**src/rtl/reg_pkg.sv**
```systemverilog
`default_nettype none
// ============================================================================
// Package     : reg_pkg
// Description : Shared types for the CPU register file: register selectors,
//               ALU flag bundle, privilege mode and the status word.
// Revision    : 1.0 - initial release
// ============================================================================
package reg_pkg;

    // Architectural register selectors; R0..R12 and FP are general purpose.
    typedef enum logic [3:0] {
        R0, R1, R2, R3, R4, R5, R6, R7,
        R8, R9, R10, R11, R12, FP, SP, PC
    } reg_e;

    // Number of plain storage registers (R0..R12 plus FP).
    localparam int NUM_GPR = 14;

    typedef enum logic {
        MODE_KERNEL = 1'b0,
        MODE_USER   = 1'b1
    } cpu_mode_e;

    typedef struct packed {
        logic n;
        logic z;
        logic c;
        logic v;
    } alu_status_t;

    typedef struct packed {
        cpu_mode_e   mode;
        logic        imask;
        alu_status_t alu_status;
    } status_t;

    // Kernel mode, interrupts masked, all flags clear.
    localparam status_t STATUS_RESET = '{
        mode:       MODE_KERNEL,
        imask:      1'b1,
        alu_status: '0
    };

endpackage : reg_pkg
`default_nettype wire

```
**src/rtl/status_reg.sv**
```systemverilog
`default_nettype none
// ============================================================================
// Module      : status_reg
// Description : Status register with a single saved slot for interrupt
//               entry/return. Exports the current mode for SP banking.
// Revision    : 1.0 - initial release
// ============================================================================
module status_reg
    import reg_pkg::*;
(
    input  logic        clk,
    input  logic        rst_n,
    input  logic        i_int_enter,
    input  logic        i_int_return,
    input  logic        i_status_we,
    input  status_t     i_status_in,
    input  logic        i_alu_status_we,
    input  alu_status_t i_alu_status_in,
    output status_t     o_status,
    output cpu_mode_e   o_mode
);

    status_t r_status;
    status_t r_saved;
    status_t w_status_nxt;
    status_t w_saved_nxt;

    // Next-state selection: interrupt entry beats return beats full write
    // beats a flags-only update.
    always_comb begin
        w_status_nxt = r_status;
        w_saved_nxt  = r_saved;
        if (i_int_enter) begin
            // Only one saved slot: a nested entry overwrites it.
            w_saved_nxt        = r_status;
            w_status_nxt.mode  = MODE_KERNEL;
            w_status_nxt.imask = 1'b1;
        end else if (i_int_return) begin
            w_status_nxt = r_saved;
        end else if (i_status_we) begin
            w_status_nxt = i_status_in;
        end else if (i_alu_status_we) begin
            w_status_nxt.alu_status = i_alu_status_in;
        end
    end

    // Status and saved-status registers.
    always_ff @(posedge clk or negedge rst_n) begin
        if (!rst_n) begin
            r_status <= STATUS_RESET;
            r_saved  <= STATUS_RESET;
        end else begin
            r_status <= w_status_nxt;
            r_saved  <= w_saved_nxt;
        end
    end

    assign o_status = r_status;
    assign o_mode   = r_status.mode;

endmodule : status_reg
`default_nettype wire

```
**src/rtl/reg_file.sv**
```systemverilog
`default_nettype none
// ============================================================================
// Module      : reg_file
// Description : CPU architectural register file: R0-R12/FP storage, PC with
//               increment, banked kernel/user SP with push/pop adjust, two
//               combinational read ports and one write port.
// Revision    : 1.0 - initial release
// ============================================================================
module reg_file
    import reg_pkg::*;
#(
    parameter int               WIDTH     = 32,
    parameter logic [WIDTH-1:0] RESET_PC  = '0,
    parameter logic [WIDTH-1:0] RESET_KSP = '0,
    parameter logic [WIDTH-1:0] RESET_USP = '0
) (
    input  logic             clk,
    input  logic             rst_n,
    input  reg_e             sel_a,
    input  reg_e             sel_b,
    output logic [WIDTH-1:0] data_a,
    output logic [WIDTH-1:0] data_b,
    input  logic             we,
    input  reg_e             sel_w,
    input  logic [WIDTH-1:0] data_w,
    input  logic             pc_inc,
    input  logic             sp_inc,
    input  logic             sp_dec,
    input  logic             alu_status_we,
    input  alu_status_t      alu_status_in,
    input  logic             status_we,
    input  status_t          status_in,
    input  logic             int_enter,
    input  logic             int_return,
    output status_t          status,
    output logic [WIDTH-1:0] pc
);

    logic [WIDTH-1:0] r_gpr [NUM_GPR];
    logic [WIDTH-1:0] r_pc;
    logic [WIDTH-1:0] r_ksp;
    logic [WIDTH-1:0] r_usp;

    cpu_mode_e        w_mode;
    logic [WIDTH-1:0] w_sp_cur;
    logic [WIDTH-1:0] w_sp_nxt;
    logic [WIDTH-1:0] w_pc_nxt;
    logic             w_wr_gpr;

    status_reg u_status_reg (
        .clk             (clk),
        .rst_n           (rst_n),
        .i_int_enter     (int_enter),
        .i_int_return    (int_return),
        .i_status_we     (status_we),
        .i_status_in     (status_in),
        .i_alu_status_we (alu_status_we),
        .i_alu_status_in (alu_status_in),
        .o_status        (status),
        .o_mode          (w_mode)
    );

    // Bank select uses the pre-edge mode, so a mode change only affects
    // SP accesses from the following cycle on.
    assign w_sp_cur = (w_mode == MODE_KERNEL) ? r_ksp : r_usp;
    assign w_wr_gpr = we && (sel_w != SP) && (sel_w != PC);

    // Active SP next value: explicit write, then push, then pop; push and
    // pop together cancel out.
    always_comb begin
        w_sp_nxt = w_sp_cur;
        if (we && (sel_w == SP)) begin
            w_sp_nxt = data_w;
        end else if (sp_dec && !sp_inc) begin
            w_sp_nxt = w_sp_cur - 1'b1;
        end else if (sp_inc && !sp_dec) begin
            w_sp_nxt = w_sp_cur + 1'b1;
        end
    end

    // PC next value: explicit write beats increment.
    always_comb begin
        w_pc_nxt = r_pc;
        if (we && (sel_w == PC)) begin
            w_pc_nxt = data_w;
        end else if (pc_inc) begin
            w_pc_nxt = r_pc + 1'b1;
        end
    end

    // General-purpose storage; R0 is an ordinary writable register.
    always_ff @(posedge clk or negedge rst_n) begin
        if (!rst_n) begin
            for (int i = 0; i < NUM_GPR; i++) begin
                r_gpr[i] <= '0;
            end
        end else if (w_wr_gpr) begin
            r_gpr[sel_w] <= data_w;
        end
    end

    // PC and the two SP banks; only the bank for the current mode moves.
    always_ff @(posedge clk or negedge rst_n) begin
        if (!rst_n) begin
            r_pc  <= RESET_PC;
            r_ksp <= RESET_KSP;
            r_usp <= RESET_USP;
        end else begin
            r_pc <= w_pc_nxt;
            if (w_mode == MODE_KERNEL) begin
                r_ksp <= w_sp_nxt;
            end else begin
                r_usp <= w_sp_nxt;
            end
        end
    end

    // Read port A: current state only, no bypass of a same-cycle write.
    always_comb begin
        data_a = '0;
        case (sel_a)
            PC:      data_a = r_pc;
            SP:      data_a = w_sp_cur;
            default: data_a = r_gpr[sel_a];
        endcase
    end

    // Read port B: identical to port A.
    always_comb begin
        data_b = '0;
        case (sel_b)
            PC:      data_b = r_pc;
            SP:      data_b = w_sp_cur;
            default: data_b = r_gpr[sel_b];
        endcase
    end

    assign pc = r_pc;

endmodule : reg_file
`default_nettype wire

```
**config.mk**
```make
export PLATFORM = sky130hd
export DESIGN_NAME = reg_file
export DESIGN_NICKNAME = d
export VERILOG_FILES = /design/src/rtl/reg_pkg.sv /design/src/rtl/status_reg.sv /design/src/rtl/reg_file.sv
export SDC_FILE = /design/constraint.sdc
export NUM_CORES = 1
export LEC_CHECK = 0
export CAP_MARGIN = 20
export CELL_PAD_IN_SITES_DETAIL_PLACEMENT = 1
export CELL_PAD_IN_SITES_GLOBAL_PLACEMENT = 1
export CORE_ASPECT_RATIO = 0.6
export CORE_MARGIN = 5
export CORE_UTILIZATION = 38
export DETAILED_ROUTE_END_ITERATION = 7
export GPL_TIMING_DRIVEN = 1
export PLACE_DENSITY_LB_ADDON = 0.1
export SYNTH_ARGS = -nofsm -noshare
export SYNTH_HDL_FRONTEND = slang
export SYNTH_SLANG_ARGS = --single-unit
```
**constraint.sdc**
```tcl
create_clock -name clk -period 5.55 [get_ports clk]
set_input_delay 1.3875 -clock clk [delete_from_list [all_inputs] [get_ports clk]]
set_output_delay 1.3875 -clock clk [all_outputs]
set_load 0.005 [all_outputs]
```
======== Yosys cells after proc, flatten, opt, wreduce, memory -nomap -nowiden ========
Index checks and enable logic that the tools add are counted.
operators by class
  eq/ne operators ......................... 8
  $add $sub $neg .......................... 3
  reduce and logical (&&, ||, !) cells .... 13
  bitwise logic cells ..................... 4
  $lt $le $gt $ge ......................... 4
  muxes and demuxes ....................... 22
operators by type and width
  cell                                                        number
  bitwise mux 448 bit                                         1
  2-to-1 mux 32 bit                                           11
  binary-select mux 32 bit (select 4 bit)                     2
  demux 32 bit (select 4 bit)                                 1
  one-hot mux 32 bit (2 select lines)                         2
  adder 32 x 1 -> 32 bit, second input constant               2
  subtractor 32 x 1 -> 32 bit, second input constant          1
  == test 4 bit, second input constant                        6
  greater-or-equal comparator 5 bit, second input constant    3
  NOT 4 -> 5 bit                                              3
  2-to-1 mux 4 bit                                            2
  != test 4 bit, second input constant                        2
  logical AND 1 bit                                           7
  2-to-1 mux 6 bit                                            1
  nonzero test 3 bit                                          2
  less-than comparator 5 x 1 -> 1 bit, second input constant  1
  2-to-1 mux 2 bit                                            2
  zero test 1 bit                                             2
  AND reduction 2 bit                                         1
  nonzero test 2 bit                                          1
  NOT 1 bit                                                   1
storage, ports and cells
  output and inout port bits .............. 102
  register bits after elaboration ......... 556
  input bits .............................. 64

======== Depth between registers and ports, before layout ========
Gate-level depths: netlist of run 1.
  depth after elaboration ................. 6
  gate-level depth with buffers ........... 15
  mapped depth without buffers ............ 9

======== Cells and area by module ========
Synthesis of run 1 repeated with hierarchy kept, for this count alone.
second synthesis, totals
  cells, all modules ...................... 2853
  area total of the unflattened synthesis .. 32416.1 sq um
by module, submodules not included
  module      sequential area each (sq um)  times used  area each (sq um)  cells each
  reg_file    13613.1                       1           31785.5            2807
  status_reg  302.8                         1           630.6              46

======== Worst setup path after synthesis of run 1 ========
OpenSTA, ideal clock, no wires.
  path type ............................... input-to-output
  start ................................... input port sel_b[0]
  end ..................................... output port data_b[10]
  arrival ................................. 3.393 ns
  required time ........................... 4.163 ns
  stages .................................. 6
  path buffers ............................ 3
  path slack .............................. 0.769 ns
  path through ............................ clkbuf_1 buf_1 buf_1 mux4_2 o22ai_1 o22ai_1
between the ends
  cells in the longest elaborated chain, start to end .. 5
  elaborated cells on any way between the ends .. 7
  classes of those cells .................. eq/ne: 2; mux: 4; bitwise: 1
ends and longest elaborated chain
  element                                                line             text
  from (decl)                                            reg_file.sv:20   input reg_e sel_b,
  NOT 4 -> 5 bit (implied by the code)                   reg_file.sv:134  default: data_b = r_gpr[sel_b];
  binary-select mux 32 bit (select 4 bit)                reg_file.sv:134
  2-to-1 mux 32 bit (implied by the code) (2 in series)  reg_file.sv:134
  one-hot mux 32 bit (2 select lines) (*)                reg_file.sv:131  case (sel_b)
  to (decl)                                              reg_file.sv:22   output logic [WIDTH-1:0] data_b,
Mark *: on every way between the ends. The rest lies on a longest branch, timed or not. The select of a mux whose other input is x is not followed.

======== Worst setup path in the final report of run 1 ========
  start ................................... input port sel_b[0]
  end ..................................... output port data_b[30]
Same word-level chain as after synthesis.

==> run summary, run 1 <==
Syn Nets: 2,944
Final #Nets: 3,015
Reg2Reg Setup Slack: 1540 ps
leakage power figure: 15.3 nW
vias in the first global route: 26,800
worst hold path class: flop to flop
total vias in the final route: 25,500
Finished Layout Cells: 4,139
fin crit share: 0.920
Fin Hold WS: 513 ps
Worst Path Arrival: 3720 ps
number of synthesized flops with an enable pin: 0
top cell type by total area after synthesis: dfrtp_1
worst-margin pin slew: 1130 ps
CP max FO: 41
Max-slew headroom: 0.247
Place WS: 467 ps
Mean Syn Cell Area: 11.3 µm²
IO Port Bufs: 165
crit path to: data_b[30]
# rows: 83
critical path depth: 9
register area share after synthesis: 0.428
CP startpoint kind: input port
global-route wire length before repair: 183,000 µm
Distinct cells, synth: 75
die height: 237 µm
top cells by area, synth: dfrtp_1 43%, mux2_2 17%, mux4_2 9.3%
sum of routed wire length over all layers: 122,000 µm
crit end category: output pin
Synth Register Bits: 556
chip width: 388 µm
Min-Delay Path Depth: 1
setup ws final: 444 ps
post-CTS sizing: 0
YS warnings: 0
total clock sinks: 556
layout cells sized above 1: 0.285
CTS tree: built
critical path type: input port to output pin
largest net degree at the start of global routing: 127
post-synthesis cell area: 32,500 µm²
initial antenna violation count: 1
FF-to-FF path depth: 8
outcome: completed
slowest cell on the critical path: clkdlybuf4s50_1
most used cell, CP: nor2_1
r2r endpoint: r_usp[16]
setup violators final: 0
Worst Setup SP: sel_b[0]
fmax: 196 MHz
core area: 85,200 µm²
post-synth top area share: 0.427
delay-heaviest family, CP: buffers and inverters
Synth Instances: 2,877
area grow syn2layout: 16.5%
GR Overflow Total: 0
peak supply drop: 0.249 mV
mean number of vias per cell: 6.15
crit path cell chain: buf_8 -> buf_12 -> mux2i_1 -> nor2_1 -> nor2_1 -> o21ai_0 -> a21boi_0 -> o22ai_1 -> clkdlybuf4s50_1
DIE AREA: 91,700 µm²
Final Core Density: 0.445
crit path time final: 5110 ps
Most used DFF post-synth: dfrtp_1
final hold vios: 0
Worst Skew: 27.3 ps
Setup TNS: 0 ps
Max Cap Viol: 0
Req. time, crit path: 4160 ps
Worst-path clk slew: 60 ps
GP Congestion: 0.881
TritonCTS buffer count: 59
gr usage total: 0.262
most numerous cell in the Yosys netlist: dfrtp_1
I/O pins: 166
Residual DRC: 0
worst skew pair latency: 650 ps
Starting Density: 0.382
pwr dens: 381 nW/µm²
DRT antenna net count: 0
Post-CTS Hold Fix Bufs: 0
CP Buf/Inv Count: 3
H-tree depth: 2
placed insts: 4,033
max incr delay on CP: 490 ps
DR iter-0 viols: 1,864
DR pass1 iterations: 7
clk buf depth: 3
DR WL/cell: 29.6 µm
Post-DP HPWL: 81,700 µm
Final Slew Violations: 0
CTS root buffer: clkbuf_16
Synth top cells by count: 554 x dfrtp_1, 480 x mux2_2, 240 x nor2_1, 232 x mux2i_1, 207 x o21ai_0
setup repair bufs after CTS: 0
ys async rst share: 1.00
Fill cells: 8,939
reg2reg start: u_status_reg.o_mode
unrepaired setup endpoints after global routing: no
[where the power goes]
group	total [mW]	switching [mW]	internal, mW
clock network	4.39	1.77	2.62
logic	3.94	1.86	2.08
registers	6.10	1.06	5.04
total	14.4	4.69	9.74
[cell type report]
| cell class | instances | area (µm²) | area share |
|---|---|---|---|
| Inverter | 8 | 30.0 | 0.000793 |
| Clock inverter | 24 | 407 | 0.0107 |
| Tap cell | 1147 | 1440 | 0.0379 |
| Clock buffer | 80 | 1690 | 0.0445 |
| Antenna cell | 1 | 2.50 | 0.0000661 |
| Sequential cell | 556 | 13900 | 0.368 |
| Timing Repair Buffer | 260 | 2690 | 0.0711 |
| Multi-Input combinational cell | 2063 | 17700 | 0.467 |
[cells by family (layout without fill, tap and decap cells)]
kind of cell / after synthesis / count (layout) / synth area share
buffers and inverters: 258 / 372 / 0.0311
flip-flops: 556 / 556 / 0.428
adder cells (fa/ha/maj): 3 / 3 / 0.00116
AO/OA/AOI/OAI: 614 / 614 / 0.116
XOR/XNOR: 37 / 37 / 0.00997
other: 0 / 1 / 0
multiplexers: 847 / 847 / 0.331
AND/OR/NAND/NOR: 562 / 562 / 0.0826
[flip-flops by register name, indices dropped and copies added (netlist names)]
signal                 count
pc                        32
r_gpr                    448
r_ksp                     32
r_usp                     32
u_status_reg.o_mode        1
u_status_reg.o_status      5
u_status_reg.r_saved       6
[worst min-delay path by stage]
stage                                  startpoint                 endpoint  slack (ps)
after global routing      u_status_reg.r_saved[0]  u_status_reg.r_saved[0]         540
after floorplan                         r_usp[26]                r_usp[26]         480
final                     u_status_reg.r_saved[3]  u_status_reg.r_saved[3]         510
after global placement    u_status_reg.r_saved[2]  u_status_reg.r_saved[2]         490
after CTS                 u_status_reg.r_saved[3]  u_status_reg.r_saved[3]         520
after detailed placement  u_status_reg.r_saved[0]  u_status_reg.r_saved[0]         500
[through the flow]
step / instance area, µm² / power, mW
4_1_cts: 37800 / 14.5
5_1_grt: 37900 / 15.2
2_1_floorplan: 32500 / 8.28
3_3_place_gp: 35700 / 9.85
6_report: 37900 / 14.4
3_5_place_dp: 35700 / 10.1
[routing by layer]
metal | vias up | track usage | routed length (µm)
li1 | 11000 | - | -
met1 | 13600 | 0.387 | 58100
met2 | 718 | 0.398 | 53700
met3 | 160 | 0.0498 | 7350
met4 | 0 | 0.0682 | 3280
met5 | - | 0 | 0
[layout by cell type, fill, tap and decap left out, drive strengths merged, types with 5 or more instances in the layout]
| master | count |
|---|---|
| o211ai | 11 |
| a31oi | 13 |
| clkbuf | 80 |
| mux2i | 233 |
| a211o | 5 |
| and3 | 25 |
| a22oi | 12 |
| a21o | 5 |
| clkinv | 9 |
| mux2 | 480 |
| a21oi | 91 |
| nor4 | 20 |
| nand2 | 96 |
| nor2 | 240 |
| xnor2 | 15 |
| a21boi | 63 |
| and2 | 5 |
| a211oi | 11 |
| o31ai | 8 |
| xor2 | 22 |
| nand3 | 44 |
| nor4b | 5 |
| bufinv | 11 |
| mux4 | 134 |
| dfrtp | 554 |
| o22a | 7 |
| or3 | 19 |
| buf | 104 |
| nor3b | 8 |
| nor3 | 33 |
| clkdlybuf4s50 | 156 |
| nand3b | 10 |
| nand2b | 10 |
| inv | 9 |
| o2bb2ai | 12 |
| nand4 | 23 |
| o21ai | 208 |
| and4 | 7 |
| o22ai | 132 |
(Power assumes the default switching activity.)
==> inputs of run 2 (changes only) <==
GPL_ROUTABILITY_DRIVEN = 0   (was not set)
==> results of run 2 <==
The final DEF is identical to that of run 1; final timing and power are the same.
==> inputs of run 3 (changes only) <==
CORE_ASPECT_RATIO = 0.9   (was 0.6)
==> run 3 against run 2 <==
Against the previous run: via count decreased by 0.33%; combinational power is 2% lower; non-clock buffer count decreased by 6; critical path type unchanged; largest cell class unchanged; power rose by 1.1%; register-to-register slack lost 120 ps; cell area increased by 0.39%; core utilization up 0.43 points; flip-flop and latch count is the same; routed wire length fell by 2.7%; worst hold slack lost 2.0 ps; sequential share of layout area shrank 0.14 points.
==> run summary, run 3 (synthesis gave the netlist of run 1 again) <==
outcome: completed
most common library cell in the layout ignoring fill and taps: dfrtp_1
crit path time final: 5010 ps
slowest cell on the critical path: clkdlybuf4s50_1
die height: 287 µm
Worst Skew: 26.8 ps
clk buf depth: 3
crit end category: output pin
Placed Area: 35,700 µm²
global-route wire length before repair: 179,000 µm
DR iter-0 viols: 1,637
Starting Density: 0.384
fmax: 199 MHz
chip width: 318 µm
vias in the first global route: 27,000
final hold vios: 0
total clock sinks: 556
# rows: 101
Worst Path Arrival: 3630 ps
CP max FO: 28
Post-DP HPWL: 78,700 µm
Max Cap Viol: 0
peak supply drop: 0.278 mV
pwr dens: 384 nW/µm²
DR WL/cell: 28.8 µm
area grow syn2layout: 16.9%
IO Port Bufs: 165
max reg flops: 448
Residual DRC: 0
CTS root buffer: clkbuf_16
Worst-path clk slew: 60 ps
sum of routed wire length over all layers: 119,000 µm
setup violators final: 0
Most flops, register: r_gpr
worst hold path class: flop to flop
initial antenna violation count: 6
total vias in the final route: 25,400
layout cells sized above 1: 0.284
H-tree depth: 3
Final Slew Violations: 0
largest net degree at the start of global routing: 103
crit path cell chain: buf_8 -> buf_12 -> buf_12 -> mux2i_1 -> o21ai_0 -> o22ai_1 -> o22ai_1 -> clkdlybuf4s50_1
DIE AREA: 91,500 µm²
mean number of vias per cell: 6.13
gr usage total: 0.255
Max-slew headroom: 0.350
final instance area: 38,000 µm²
I/O pins: 166
fin crit share: 0.904
max incr delay on CP: 590 ps
GR Overflow Total: 0
critical path type: input port to output pin
TritonCTS buffer count: 68
setup repair bufs after CTS: 0
Setup TNS: 0 ps
Post-CTS Hold Fix Bufs: 0
most frequent cells in the layout: 553 x dfrtp_1, 480 x mux2_2, 232 x mux2i_1
CTS tree: built
Final #Nets: 3,018
DRT antenna net count: 0
DR pass1 iterations: 5
unrepaired setup endpoints after global routing: no
worst-margin pin slew: 948 ps
worst skew pair latency: 620 ps
core area: 84,700 µm²
Design Power: 14.6 mW
leakage power figure: 15.4 nW
Req. time, crit path: 4160 ps
Final Core Density: 0.449
CP startpoint kind: input port
post-CTS sizing: 0
[run 3: cell type report]
class	instances	area, µm²
flip-flops and latches	556	13900
clock inverters	15	240
inverters	8	30.0
clock buffers	105	2050
fillers	8918	46700
well taps	1133	1420
diodes	4	10.0
repair buffers	254	2650
multi-input cells	2063	17700
[run 3: through the flow]
step	std cells	hold slack [ps]	worst slack (ps)
6_report	4138	511	535
5_1_grt	4137	536	416
4_1_cts	4133	517	578
3_5_place_dp	4013	501	596
3_3_place_gp	4013	494	554
2_1_floorplan	2877	478	769
[run 3: path summary, 6_finish.rpt]
path / start / slack, ps / cells past startpoint / endpoint
setup / recovery: sel_b[0] / 540 / 8 / data_b[25]
hold / removal: u_status_reg.r_saved[0] / 510 / 1 / u_status_reg.r_saved[0]
setup reg to reg: u_status_reg.o_mode / 1420 / 8 / r_usp[16]
hold reg to reg: u_status_reg.r_saved[0] / 510 / 1 / u_status_reg.r_saved[0]
max in group asynchronous: rst_n / 3550 / 2 / r_gpr[364]
min in group asynchronous: rst_n / 870 / 1 / r_gpr[59]
[run 3: where the power goes]
part,internal (mW),switching [mW],total [mW],leakage (nW)
sequential,5.05,1.06,6.10,6.81
combinational,2.07,1.78,3.85,7.43
clock,2.82,1.82,4.64,1.13
total,9.93,4.65,14.6,15.4
[run 3: per-layer routing]
layer | global-route usage | share of wire
met1 | 0.352 | 0.45
met2 | 0.431 | 0.48
met5 | 0 | 0.00010
met4 | 0.0602 | 0.021
met3 | 0.0332 | 0.045
[run 3: critical path, delay by kind of cell]
family / cells / cell delay (ps)
buffers and inverters: 4 / 1360
AOI/OAI and AO/OA: 3 / 730
muxes: 1 / 70
